==> config.mk <==
export PLATFORM = sky130hd
export DESIGN_NAME = uart_tx_fifo
export DESIGN_NICKNAME = d
export VERILOG_FILES = /design/src/rtl/uart_tx_fifo.sv
export SDC_FILE = /design/constraint.sdc
export NUM_CORES = 1
export LEC_CHECK = 0
export ABC_AREA = 1
export CORE_AREA = 2 2 64 112
export DETAILED_ROUTE_END_ITERATION = 10
export DIE_AREA = 0 0 66 114
export PLACE_DENSITY = 0.79
export SYNTH_ARGS = -nofsm -noshare
export SYNTH_HDL_FRONTEND = slang
export SYNTH_SLANG_ARGS = --single-unit
==> constraint.sdc <==
create_clock -name clk -period 2.2 [get_ports clk]
set_input_delay 0.44 -clock clk [delete_from_list [all_inputs] [get_ports clk]]
set_output_delay 0.44 -clock clk [all_outputs]
set_load 0.01 [all_outputs]
==> src/rtl/uart_tx_fifo.sv <==
// uart_tx_fifo: 8N1 UART transmitter with a small byte FIFO in front of it.
// Each clk edge that samples tx_ready=1 writes tx_data into the FIFO. The FSM
// pops one byte at a time and sends it LSB-first as start/8 data/stop bits,
// BAUD_DIV clocks per bit. Frames are sent back to back while bytes remain.
//
// Ports:
//   clk        system clock, rising edge
//   rst        asynchronous, active-low reset
//   tx_ready   write strobe, one byte per sampling edge
//   tx_data    byte to enqueue
//   tx         registered serial line, idle high
//   busy       FIFO non-empty or a frame in progress
//   fifo_full  FIFO holds FIFO_DEPTH bytes
//   overflow   sticky, set when a write is dropped because the FIFO is full
//   byte_sent  one-cycle pulse on the edge that completes a stop bit
module uart_tx_fifo #(
    parameter int BAUD_DIV   = 5208,
    parameter int FIFO_DEPTH = 4,
    parameter int ADDR_W     = 2
) (
    input  logic       clk,
    input  logic       rst,
    input  logic       tx_ready,
    input  logic [7:0] tx_data,
    output logic       tx,
    output logic       busy,
    output logic       fifo_full,
    output logic       overflow,
    output logic       byte_sent
);
    localparam logic [1:0] IDLE  = 2'd0;
    localparam logic [1:0] START = 2'd1;
    localparam logic [1:0] DATA  = 2'd2;
    localparam logic [1:0] STOP  = 2'd3;

    localparam int CNT_W = (BAUD_DIV > 2) ? $clog2(BAUD_DIV) : 1;
    localparam logic [CNT_W-1:0]  BAUD_LAST = CNT_W'(BAUD_DIV - 1);
    localparam logic [ADDR_W:0]   DEPTH_C   = (ADDR_W + 1)'(FIFO_DEPTH);

    logic [7:0]        mem [FIFO_DEPTH];
    logic [ADDR_W-1:0] wr_ptr, rd_ptr;
    logic [ADDR_W:0]   count;
    logic [1:0]        state;
    logic [CNT_W-1:0]  baud_cnt;
    logic [2:0]        bit_idx;
    logic [7:0]        shift;

    logic wr_en, rd_en, baud_end, have_byte;

    // Writes are judged against the pre-edge count, so a pop on the same edge
    // never frees room for a write arriving while full.
    assign wr_en     = tx_ready && (count < DEPTH_C);
    assign have_byte = (count != '0);
    assign baud_end  = (baud_cnt == BAUD_LAST);
    // Pop either from IDLE or at the end of a stop bit (back-to-back frames).
    assign rd_en     = have_byte && ((state == IDLE) || (state == STOP && baud_end));

    assign fifo_full = (count == DEPTH_C);
    assign busy      = (state != IDLE) || have_byte;

    always_ff @(posedge clk) begin
        if (wr_en) mem[wr_ptr] <= tx_data;
    end

    always_ff @(posedge clk or negedge rst) begin
        if (!rst) begin
            wr_ptr   <= '0;
            rd_ptr   <= '0;
            count    <= '0;
            overflow <= 1'b0;
        end else begin
            if (wr_en) wr_ptr <= wr_ptr + 1'b1;
            if (rd_en) rd_ptr <= rd_ptr + 1'b1;
            case ({wr_en, rd_en})
                2'b10:   count <= count + 1'b1;
                2'b01:   count <= count - 1'b1;
                default: count <= count;
            endcase
            if (tx_ready && !wr_en) overflow <= 1'b1;
        end
    end

    always_ff @(posedge clk or negedge rst) begin
        if (!rst) begin
            state     <= IDLE;
            tx        <= 1'b1;
            baud_cnt  <= '0;
            bit_idx   <= '0;
            shift     <= '0;
            byte_sent <= 1'b0;
        end else begin
            byte_sent <= 1'b0;
            case (state)
                IDLE: begin
                    tx <= 1'b1;
                    if (rd_en) begin
                        shift    <= mem[rd_ptr];
                        baud_cnt <= '0;
                        tx       <= 1'b0;
                        state    <= START;
                    end
                end
                START: begin
                    if (baud_end) begin
                        baud_cnt <= '0;
                        bit_idx  <= '0;
                        tx       <= shift[0];
                        state    <= DATA;
                    end else begin
                        baud_cnt <= baud_cnt + 1'b1;
                    end
                end
                DATA: begin
                    if (baud_end) begin
                        baud_cnt <= '0;
                        if (bit_idx == 3'd7) begin
                            tx    <= 1'b1;
                            state <= STOP;
                        end else begin
                            // Next bit is shift[1] because the shift lands this same edge.
                            shift   <= shift >> 1;
                            tx      <= shift[1];
                            bit_idx <= bit_idx + 1'b1;
                        end
                    end else begin
                        baud_cnt <= baud_cnt + 1'b1;
                    end
                end
                default: begin // STOP
                    if (baud_end) begin
                        baud_cnt  <= '0;
                        byte_sent <= 1'b1;
                        if (rd_en) begin
                            shift <= mem[rd_ptr];
                            tx    <= 1'b0;
                            state <= START;
                        end else begin
                            tx    <= 1'b1;
                            state <= IDLE;
                        end
                    end else begin
                        baud_cnt <= baud_cnt + 1'b1;
                    end
                end
            endcase
        end
    end
endmodule

# After elaboration in Yosys (flattened, before gate mapping)
# Memories as Yosys holds them, arrays and structs flattened.
# Cells that the tools add are included.
# op_classes
n_mux,30
eq_ne,13
n_reduce_logical,18
bitwise_logic,1
add_sub_neg,6
n_lt_le_gt_ge,1
# ops
op,n
$mux W13,3
$mux W8,4
$pmux W8 S3,1
$add A13 B1 Y13 const B,1
$eq A13 B13 Y1 const B,1
$pmux W3 S2,2
$mux W1,10
$mux W2,5
$ne A2 B2 Y1 const B,5
$mux W3,3
$reduce_and A4 Y1,2
$reduce_bool A2 Y1,4
$add A3 B1 Y3 const B,2
$eq A2 B2 Y1 const B,3
$eq A3 B3 Y1 const B,2
$pmux W2 S3,1
$reduce_and A5 Y1,1
$add A2 B1 Y2 const B,2
$eq A2 B1 Y1 const B,2
$logic_and A1 B1 Y1,4
$lt A3 B3 Y1 const B,1
$pmux W1 S3,1
$reduce_and A3 Y1,1
$reduce_bool A3 Y1,1
other kinds (6),7
# word_totals
reg_bits,36
ram_bits,32
mem_count,1
output_inout_bits,5
# memory_table
name,words,width,read_ports,rd_ports_with_merged_regs,wr,line,rtl
mem,4,8,1,0,1,40,logic [7:0] mem [FIFO_DEPTH];

# Depth between registers and ports, before layout
# Gate-level depths: netlist of run 1.
# logic_depth
depth_word,7
depth_mapped,12
depth_no_buf,12

# Worst setup path before layout of run 1
# Ideal clock, no wire load.
# synth_path
path_type,reg-to-reg
start,register baud_cnt[0]
end,register count[2]
required_ns,2.069
path_buffers,0
t_arrival_ns,2.039
slack_ns,0.030
stages_incl_launch_ff,13
path_cell_list,dfrtp_1 -> ha_1 -> nand2_1 -> nor2_2 -> nand3_2 -> nand2_4 -> nand2_4 -> inv_1 -> ha_1 -> fa_1 -> a21oi_1 -> o21ai_0 -> xor2_1
# synth_via
elab_chain_len,6
elab_cells_between_ends,8
# synth_rtl
item,line,rtl
"start, declared",44,logic [CNT_W-1:0] baud_cnt;
"start signal, assigned",110,baud_cnt <= baud_cnt + 1'b1;
"start signal, assigned",126,baud_cnt <= baud_cnt + 1'b1;
"start signal, assigned",142,baud_cnt <= baud_cnt + 1'b1;
$eq A13 B13 Y1 *,54,assign baud_end = (baud_cnt == BAUD_LAST);
$logic_and A1 B1 Y1 *,56,assign rd_en = have_byte && ((state == IDLE) || (state == STOP && baud_end));
$logic_or A1 B1 Y1 *,56,
$logic_and A1 B1 Y1 *,56,
named net rd_en,48,"logic wr_en, rd_en, baud_end, have_byte;"
$eq A2 B1 Y1 or $eq A2 B2 Y1 (tied branches),74,"case ({wr_en, rd_en})"
$pmux W3 S2 or $reduce_bool A2 Y1 (tied branches),--,
"end signal, assigned",75,2'b10: count <= count + 1'b1;
"end signal, assigned",76,2'b01: count <= count - 1'b1;
"end signal, assigned",77,default: count <= count;
"end, declared",42,logic [ADDR_W:0] count;
# The timed path passes the listed nets; every way through them passes the cells marked *.
# A chain may end at the register's enable or synchronous reset.

# Worst setup path in the final report of run 1
# layout_path
start,register state[1]
end,register count[2]
# layout_via
elab_chain_len,6
elab_cells_between_ends,9
# layout_rtl
item,line,rtl
"start, declared",43,logic [1:0] state;
"start signal, assigned",85,state <= IDLE;
"start signal, assigned",100,state <= START;
"start signal, assigned",108,state <= DATA;
$eq A2 B2 Y1,56,
$logic_and A1 B1 Y1,56,
$logic_or A1 B1 Y1 *,56,
$logic_and A1 B1 Y1 *,56,
named net rd_en,48,
$eq A2 B1 Y1 or $eq A2 B2 Y1 (tied branches),74,
$pmux W3 S2 or $reduce_bool A2 Y1 (tied branches),--,
# Marks and branches as above.

==> results_dict.tcl, run 1 <==
set metrics [dict create \
    finalClockSkew_ns 0.005570 \
    num_antenna_cells 0 \
    p_total_mw 3.284 \
    fin_nets 411 \
    area_growth_pct 20.60 \
    netlist_instances 346 \
    register_area_um2 1863 \
    cts-root-buf "clkbuf_16" \
    cp-start-kind "flip-flop" \
    multiInputGateArea_um2 1275 \
    placed_cell_area_um2 3640 \
    firstDrtPassIters 4 \
    antenna_found_initial 0 \
    drive_gt1_share_pct 15.09 \
    grt_max_degree 37 \
    worst_slack_ns 0.1098 \
    core_um2 6706 \
    period_minus_slack_ns 2.090 \
    die_w_um 66 \
    hp-class "input pin to async pin" \
    grt_pass1_vias 2350 \
    synthDominantCellAreaShare_pct 29.19 \
    synthXorXnorAreaFrac_pct 2.395 \
    wl_per_cell_um 12.89 \
    cap_violations 0 \
    drc 0 \
    fp.dieArea_um2 7524 \
    clock_path_buffers 2 \
    grt_first_pass_wirelength_um 10540 \
    crit_path_end_kind "flip-flop" \
    cts_tree "yes" \
    place.gp.congestion 0.8388 \
    initial_utilization_pct 49.09 \
    io_buffers 15 \
    yosysTopAreaCell "edfxtp_1" \
    overflow 0 \
    clk_pin_slew_worst_paths_ns 0.06 \
    vias_per_cell 5.131 \
    rsz0062_at_grt "yes" \
    ys_top_cells_by_area "edfxtp_1 (29%), dfrtp_1 (27%), nand2_1 (11%)" \
    final_cells 475 \
    drt-initial-drc-count 140 \
    ant_nets 0 \
    synth_simple_gate_area_share_pct 25.20 \
    slew_headroom_pct 46.21 \
    syn-num-nets 371 \
    crit_fanout 3 \
    drv_slew 0 \
    synthArstFlopShare_pct 52.94 \
    leakagePower_nw 1.814 \
    num_rows 40 \
    ioPinCount 16 \
    worstRegToRegCells 11 \
    setup_violations 0 \
    ys_types 32 \
    hold_ws_ns 0.2001 \
    synth_edf_count 32 \
    ys_seq_area_share_pct 56.59 \
    critPathKind "flip-flop to flip-flop" \
    clk_latency_ns 0.33 \
    synthAdderAreaFrac_pct 5.549 \
    final-hold-violation-count 0 \
    synth-seq-cells 68 \
    dp.cells 455 \
    synth_top_flop_cell "dfrtp_1" \
    arrival_ns 2.30 \
    grt.total_usage_pct 18.76 \
    fmax_ghz 0.4784 \
    synthMuxAreaShare_pct 0.3421 \
    synth_top_family_by_area "simple AND/OR/NAND/NOR gates" \
    cts_inserted_buffers 9 \
    pre_cts_ws_ns 0.008337 \
    dp_hpwl_um 4557 \
    wirelength_um 6122 \
    clkSinkCount 68 \
    powerDensity_nw_per_um2 827.2 \
    vias 2437 \
    yosysWarnings 0 \
    synth-compound-area-share_pct 5.017 \
    syn_area_um2 3292 \
    worstMarginPinSlew_ns 0.8068 \
    cts_htree_levels 3 \
    die_height_um 114 \
    ir_drop_v 0.0006982 \
    design_area_um2 3970 \
    outcome "complete, no violations" \
    fillCellCount 590 \
    fin_crit_sh_pct 95.01 \
    syn_avg_cell_area_um2 9.514 \
    critPathRequiredTime_ns 2.41 \
]
worst paths after layout:
| check | slack, ns | from | end |
|---|---|---|---|
| worst max-delay path | 0.11 | state[1] | count[2] |
| worst min-delay path | 0.20 | rst | baud_cnt[9] |
| worst max register to register | 0.11 | state[1] | count[2] |
| worst min register to register | 0.47 | overflow | overflow |
| max in group asynchronous | 1.49 | rst | shift[6] |
| min in group clk | 0.47 | overflow | overflow |
Yosys cell counts (2+ instances only):
cell type	count
a21oi_1	5
buf_1	2
buf_2	3
clkbuf_1	2
clkinv_1	2
dfrtp_1	35
edfxtp_1	32
ha_1	13
inv_1	30
inv_2	3
nand2_1	99
nand2_2	2
nand2_4	5
nand3_1	41
nand4_1	3
nor2_1	21
nor2_2	4
nor3_1	5
o21ai_0	15
o22ai_1	5
xor2_1	8
report_power, final:
part	switching, mW	internal, mW	total, mW
Combinational	0.201	0.154	0.355
Clock	0.512	0.875	1.39
Sequential	0.0684	1.47	1.54
placed cells by master, fill, tap and decap left out, types with 2 or more instances in the layout:
cell type,count
nand2_1,99
nand3_1,41
dfrtp_1,35
edfxtp_1,32
inv_1,30
buf_4,21
nor2_1,19
o21ai_0,14
clkdlybuf4s50_1,13
ha_1,12
clkbuf_16,9
xor2_1,8
nor2_2,6
nand2_4,5
nor3_1,5
o22ai_1,5
a21oi_1,5
inv_2,3
nand4_1,3
nand2_2,2
clkinv_1,2
clkinv_2,2
clkinv_4,2
critical path, cell delays in order, from the launching register on:
cell and delay, ns:
dfrtp_1 0.38, buf_4 0.14, ha_1 0.19, nor2_2 0.12, nor2_2 0.07, nand2_4 0.08
inv_1 0.05, ha_2 0.19, fa_1 0.38, a21oi_1 0.14, o21ai_1 0.09, xor2_1 0.14
metrics by stage:
| step | TNS [ns] | util [%] |
|---|---|---|
| final | 0 | 59.20 |
| after global routing | -0.01364 | 59.20 |
| after CTS | 0 | 58.86 |
| after detailed placement | 0 | 54.27 |
| after global placement | 0 | 54.27 |
| after floorplan | 0 | - |
metal layers:
metal	routed length, um	vias up	global-route usage, %	part of all wire, %
met5	0	-	0	0
met4	217	0	10.75	3.5
met3	169	18	5.128	2.8
met2	3439	38	33.33	56
met1	2295	1154	19.17	37
li1	-	1227	-	-
flip-flops by register name (all words and copies together), names as in the netlist:
| name | flops |
|---|---|
| baud_cnt | 13 |
| overflow | 1 |
| mem | 32 |
| bit_idx | 3 |
| byte_sent | 1 |
| rd_ptr | 2 |
| count | 3 |
| tx | 1 |
| wr_ptr | 2 |
| state | 2 |
| shift | 8 |
cell type report:
type                       count  area share (%)
clock buffer                  10           5.767
clock inverter                 6           1.639
inverter                      35           3.309
multi-input combinational    236           32.11
sequential                    68           46.93
tap                           84           2.647
timing repair buffer          36           7.595
logic make-up after synthesis:
logic type,count (synthesis)
AND/OR/NAND/NOR,183
flip-flops,68
buffers and inverters,42
AO/OA/AOI/OAI,29
adder cells (fa/ha/maj),14
XOR/XNOR,9
multiplexers,1
timing repair:
item	CTS	global route
hold buffers	0	0
gates resized for setup	1	4
setup buffers	2	2
endpoints found under the setup margin	1	2
pin swaps	0	1
gates cloned	0	0
Power figures use the tool's default switching activity.
==> run 2, diff against run 1 <==
--- a/config.mk
+++ b/config.mk
@@ -6,6 +6,7 @@
 export NUM_CORES = 1
 export LEC_CHECK = 0
 export ABC_AREA = 1
+export CAP_MARGIN = 20
 export CORE_AREA = 2 2 64 112
 export DETAILED_ROUTE_END_ITERATION = 10
 export DIE_AREA = 0 0 66 114
==> constraint.sdc (replaced) <==
create_clock -name clk -period 1.9 [get_ports clk]
set_input_delay 0.38 -clock clk [delete_from_list [all_inputs] [get_ports clk]]
set_output_delay 0.38 -clock clk [all_outputs]
set_load 0.01 [all_outputs]
==> results_dict.tcl, run 2 (synthesis results as in run 1) <==
set metrics [dict create \
    wirelength_um 6966 \
    path_common_cell "ha_4" \
    use_met3_pct 6.410 \
    fillCellCount 548 \
    busiest_layer "met2" \
    critPathRequiredTime_ns 2.12 \
    clkSinkCount 68 \
    leakagePower_nw 1.977 \
    use_met1_pct 19.80 \
    grt_first_pass_wirelength_um 11790 \
    critical_path.top_delay_family "adder cells" \
    vias_per_cell 5.169 \
    antenna_found_initial 0 \
    core_um2 6706 \
    area_growth_pct 30.22 \
    top_register "mem" \
    crit_path_end_kind "flip-flop" \
    drc 0 \
    die_w_um 66 \
    ant_nets 0 \
    fp.dieArea_um2 7524 \
    rsz0062_at_grt "yes" \
    crit_chain "buf_4, ha_4, nor2_4, nor2_2, nand2_4, inv_4, ha_4, fa_2, a21oi_2, o21ai_1, xor2_1" \
    cts-root-buf "clkbuf_16" \
    setup_violations 2 \
    layout_common_cells "nand2_1 (98), buf_4 (54), nand3_1 (41), dfrtp_1 (35), edfxtp_1 (32)" \
    clock_path_buffers 2 \
    outcome "complete, but fails checks" \
    grt_max_degree 23 \
    cp_slowest_cell "dfrtp_1" \
    final-hold-violation-count 0 \
    powerDensity_nw_per_um2 920.7 \
    top_regs "mem x32, baud_cnt x13, shift x8" \
    cap_violations 0 \
    cts_inserted_buffers 9 \
    reg2reg_to "count[2]" \
    cts_htree_levels 3 \
    worstRegToRegCells 11 \
    pre_cts_ws_ns -0.1221 \
    ir_drop_v 0.0009119 \
    vias 2626 \
    critPathKind "flip-flop to flip-flop" \
    crit_fanout 3 \
    cp-start-kind "flip-flop" \
    clk_pin_slew_worst_paths_ns 0.06 \
    p_total_mw 3.947 \
    violations "setup timing" \
    fin_crit_sh_pct 102.9 \
    num_antenna_cells 0 \
    worst_slack_ns -0.05483 \
    hp-class "input pin to async pin" \
    grt.total_usage_pct 21.41 \
    cts_tree "yes" \
    drive_gt1_share_pct 24.29 \
    ioPinCount 16 \
    r2r-start "state[0]" \
    layout_commonest_cell "nand2_1" \
    grt_util_met2_pct 39.33 \
    period_minus_slack_ns 1.955 \
    fin_nets 444 \
    io_buffers 15 \
    cp.buffers_inverters 2 \
    num_rows 40 \
    initial_utilization_pct 49.09 \
    fmax_ghz 0.5116 \
    largest_reg_flops 32 \
    slew_headroom_pct 63.61 \
    worstMarginPinSlew_ns 0.5459 \
    clk_latency_ns 0.34 \
    finalClockSkew_ns 0.005456 \
    r2r_slack_ns -0.05 \
    drv_slew 0 \
    drt-initial-drc-count 155 \
    place.gp.congestion 0.8135 \
    cts_hold_buffers 0 \
    crit_path_max_incr_delay_ns 0.37 \
    dp_hpwl_um 5013 \
    firstDrtPassIters 4 \
    grt_pass1_vias 2717 \
    overflow 0 \
    wl_per_cell_um 13.71 \
    die_height_um 114 \
    arrival_ns 2.17 \
]
[run 2: changes by cell type in the layout (fill, tap and decap cells not counted), sizes merged]
| cell | before | now |
|---|---|---|
| clkdlybuf4s50 | 13 | 12 |
| clkinv | 6 | 7 |
| clkbuf | 10 | 9 |
| buf | 22 | 55 |
| dlygate4sd2 | 1 | 2 |
[run 2: where the power goes]
group	leakage [nW]	switching, mW	internal (mW)
Combinational	1.10	0.280	0.238
Sequential	0.734	0.0612	1.70
Clock	0.146	0.642	1.02
Total	1.98	0.984	2.96
[run 2: layout make-up]
type / count / area [um^2] / area share, %
flip-flops and latches: 68 / 1863 / 43.46
multi-input cells: 236 / 1334 / 31.12
repair buffers: 69 / 548.0 / 12.78
clock buffers: 9 / 225.2 / 5.254
inverters: 35 / 133.9 / 3.123
well taps: 84 / 105.1 / 2.452
clock inverters: 7 / 77.57 / 1.810
[run 2: repair_timing]
action	4_1_cts	5_1_grt
endpoints found under the setup margin	4	4
pin swaps	5	4
setup buffers	10	1
gates resized for setup	11	2
[run 2: through the flow]
step | utilization [%] | setup TNS, ns | std cells | hold slack [ns] | cell area [um^2]
floorplan | - | -0.1893 | 346 | 0.08441 | 3312
global placement | 57.48 | -0.1263 | 481 | 0.3722 | 3855
detailed placement | 57.48 | -0.2331 | 481 | 0.3868 | 3855
CTS | 63.62 | -0.1316 | 507 | 0.02728 | 4267
global route | 63.92 | -0.2919 | 508 | 0.04250 | 4287
finish | 63.92 | -0.1034 | 508 | 0.01957 | 4287
[run 2: worst max path at each step]
| stage | to | cells past startpoint | slack (ns) | startpoint |
|---|---|---|---|---|
| 6_report | count[2] | 11 | -0.05 | state[0] |
| 5_1_grt | count[2] | 11 | -0.12 | state[0] |
| 3_5_place_dp | count[2] | 11 | -0.12 | state[0] |
| 4_1_cts | count[1] | 10 | -0.08 | baud_cnt[0] |
| 3_3_place_gp | count[2] | 7 | -0.09 | tx_ready |
| 2_1_floorplan | count[2] | 12 | -0.1 | baud_cnt[0] |
[run 2: metal layers]
layer / routed length [um] / part of all wire, %
met1: 2450 / 35
met2: 3989 / 57
met3: 236 / 3.4
met4: 290 / 4.2
met5: 0 / 0
[run 2: worst reg2reg max path, cell delays in order (launching register included)]
cell     delay (ns)
dfrtp_1        0.37
buf_4          0.15
ha_4           0.16
nor2_4         0.10
nor2_2         0.06
nand2_4        0.08
inv_4          0.04
ha_4           0.15
fa_2           0.35
a21oi_2        0.14
o21ai_1        0.09
xor2_1         0.14
==> run 3, diff against run 2 <==
--- a/config.mk
+++ b/config.mk
@@ -11,6 +11,7 @@
 export DETAILED_ROUTE_END_ITERATION = 10
 export DIE_AREA = 0 0 66 114
 export PLACE_DENSITY = 0.79
+export RECOVER_POWER = 100
 export SYNTH_ARGS = -nofsm -noshare
 export SYNTH_HDL_FRONTEND = slang
 export SYNTH_SLANG_ARGS = --single-unit
==> results_dict.tcl, run 3 (synthesis results as in run 1) <==
set metrics [dict create \
    path_common_cell "ha_4" \
    overflow 0 \
    violations "setup timing" \
    cp_slowest_cell "dfrtp_1" \
    design_area_um2 4270 \
    area_growth_pct 29.72 \
    core_um2 6706 \
    grt.total_usage_pct 21.41 \
    layout_commonest_cell "nand2_1" \
    fmax_ghz 0.5103 \
    drive_gt1_share_pct 23.11 \
    cts_tree "yes" \
    grt_max_degree 23 \
    arrival_ns 2.18 \
    dp_hpwl_um 5013 \
    cp-start-kind "flip-flop" \
    cts_inserted_buffers 9 \
    cts_hold_buffers 0 \
    worstMarginPinSlew_ns 1.278 \
    pre_cts_ws_ns -0.1221 \
    drc 0 \
    slew_headroom_pct 14.81 \
    layout_common_cells "nand2_1 (98), buf_4 (50), nand3_1 (41), dfrtp_1 (35), edfxtp_1 (32)" \
    clk_pin_slew_worst_paths_ns 0.06 \
    place.gp.congestion 0.8135 \
    outcome "complete, but fails checks" \
    crit_fanout 3 \
    final-hold-violation-count 0 \
    grt_pass1_vias 2717 \
    critPathKind "flip-flop to flip-flop" \
    ant_nets 0 \
    largest_reg_flops 32 \
    setup_tns_ns -0.1092 \
    rsz0062_at_grt "yes" \
    r2r_slack_ns -0.06 \
    cts-root-buf "clkbuf_16" \
    setup_violations 2 \
    crit_end "count[2]" \
    worst_slack_ns -0.05960 \
    die_height_um 114 \
    r2r-start "state[0]" \
    grt_first_pass_wirelength_um 11790 \
    cap_violations 0 \
    period_minus_slack_ns 1.960 \
    die_w_um 66 \
    clock_path_buffers 2 \
    fin_crit_sh_pct 103.1 \
    io_buffers 15 \
    initial_utilization_pct 49.09 \
    fp.dieArea_um2 7524 \
    startpoint "state[0]" \
    worstRegToRegCells 11 \
    drv_slew 0 \
    placed_cell_area_um2 3855 \
    wirelength_um 6997 \
    hp-class "input pin to async pin" \
    top_register "mem" \
    top_regs "mem x32, baud_cnt x13, shift x8" \
    hold_ws_ns 0.2985 \
    powerDensity_nw_per_um2 921.8 \
    drt-initial-drc-count 123 \
    clk_latency_ns 0.34 \
    ioPinCount 16 \
    critPathRequiredTime_ns 2.12 \
    crit_path_max_incr_delay_ns 0.37 \
    num_antenna_cells 0 \
    crit_chain "buf_4, ha_4, nor2_4, nor2_2, nand2_4, inv_4, ha_4, fa_2, a21oi_2, o21ai_1, xor2_1" \
    leakagePower_nw 1.963 \
    antenna_found_initial 0 \
    reg2reg_to "count[2]" \
    num_rows 40 \
    fillCellCount 553 \
    wl_per_cell_um 13.77 \
    finalClockSkew_ns 0.006128 \
    vias_per_cell 5.191 \
    crit_path_end_kind "flip-flop" \
    vias 2637 \
    fin_nets 444 \
    ir_drop_v 0.0009130 \
    cts_htree_levels 3 \
    firstDrtPassIters 4 \
    clkSinkCount 68 \
]
## run 3: how the worst min path moves through the flow
stage,slack [ns],end,depth (start not counted)
after floorplan,0.08,baud_cnt[0],0
after global placement,0.37,baud_cnt[10],1
after detailed placement,0.39,baud_cnt[11],1
after CTS,0.03,baud_cnt[10],1
after global routing,0.37,baud_cnt[7],1
final,0.30,baud_cnt[7],1
## run 3: power by group
part / total [mW] / internal (mW) / switching (mW)
registers: 1.77 / 1.70 / 0.0612
logic: 0.508 / 0.227 / 0.281
clock network: 1.66 / 1.02 / 0.643
total: 3.94 / 2.95 / 0.984
## run 3: area by class of cell
class                           count  area [um^2]  share of cell area (%)
Inverter                           35        133.9                   3.135
Timing Repair Buffer               69        531.8                   12.45
Sequential cell                    68         1863                   43.63
Multi-Input combinational cell    236         1334                   31.23
Clock buffer                        9        225.2                   5.274
Tap cell                           84        105.1                   2.461
Clock inverter                      7        77.57                   1.817
## run 3: repair_timing
item,in CTS,in global routing
buffers inserted,10,1
resized for setup,11,2
setup endpoints to repair,4,4
hold endpoints to repair,0,0
pin swaps,5,4
cloned,0,0
## run 3: through the flow
| stage | power [mW] | utilization [%] | instances |
|---|---|---|---|
| global route | 4.125 | 63.68 | 508 |
| floorplan | 2.053 | - | 346 |
| finish | 3.937 | 63.68 | 508 |
| detailed placement | 2.298 | 57.48 | 481 |
| CTS | 3.972 | 63.62 | 507 |
| global placement | 2.261 | 57.48 | 481 |
## run 3: worst max-delay path, delay by kind of cell (launching register included)
kind | cells | cell delay [ns]
AO/OA/AOI/OAI | 2 | 0.23
adder cells (fa/ha/maj) | 3 | 0.66
XOR/XNOR | 1 | 0.14
AND/OR/NAND/NOR | 3 | 0.24
flip-flops | 1 | 0.37
buffers and inverters | 2 | 0.19
## run 3: layer usage
layer | track usage (%) | part of all wire, %
met5 | 0 | 0
met4 | 13.20 | 4.4
met3 | 6.410 | 3.5
met2 | 39.33 | 56
met1 | 19.80 | 36
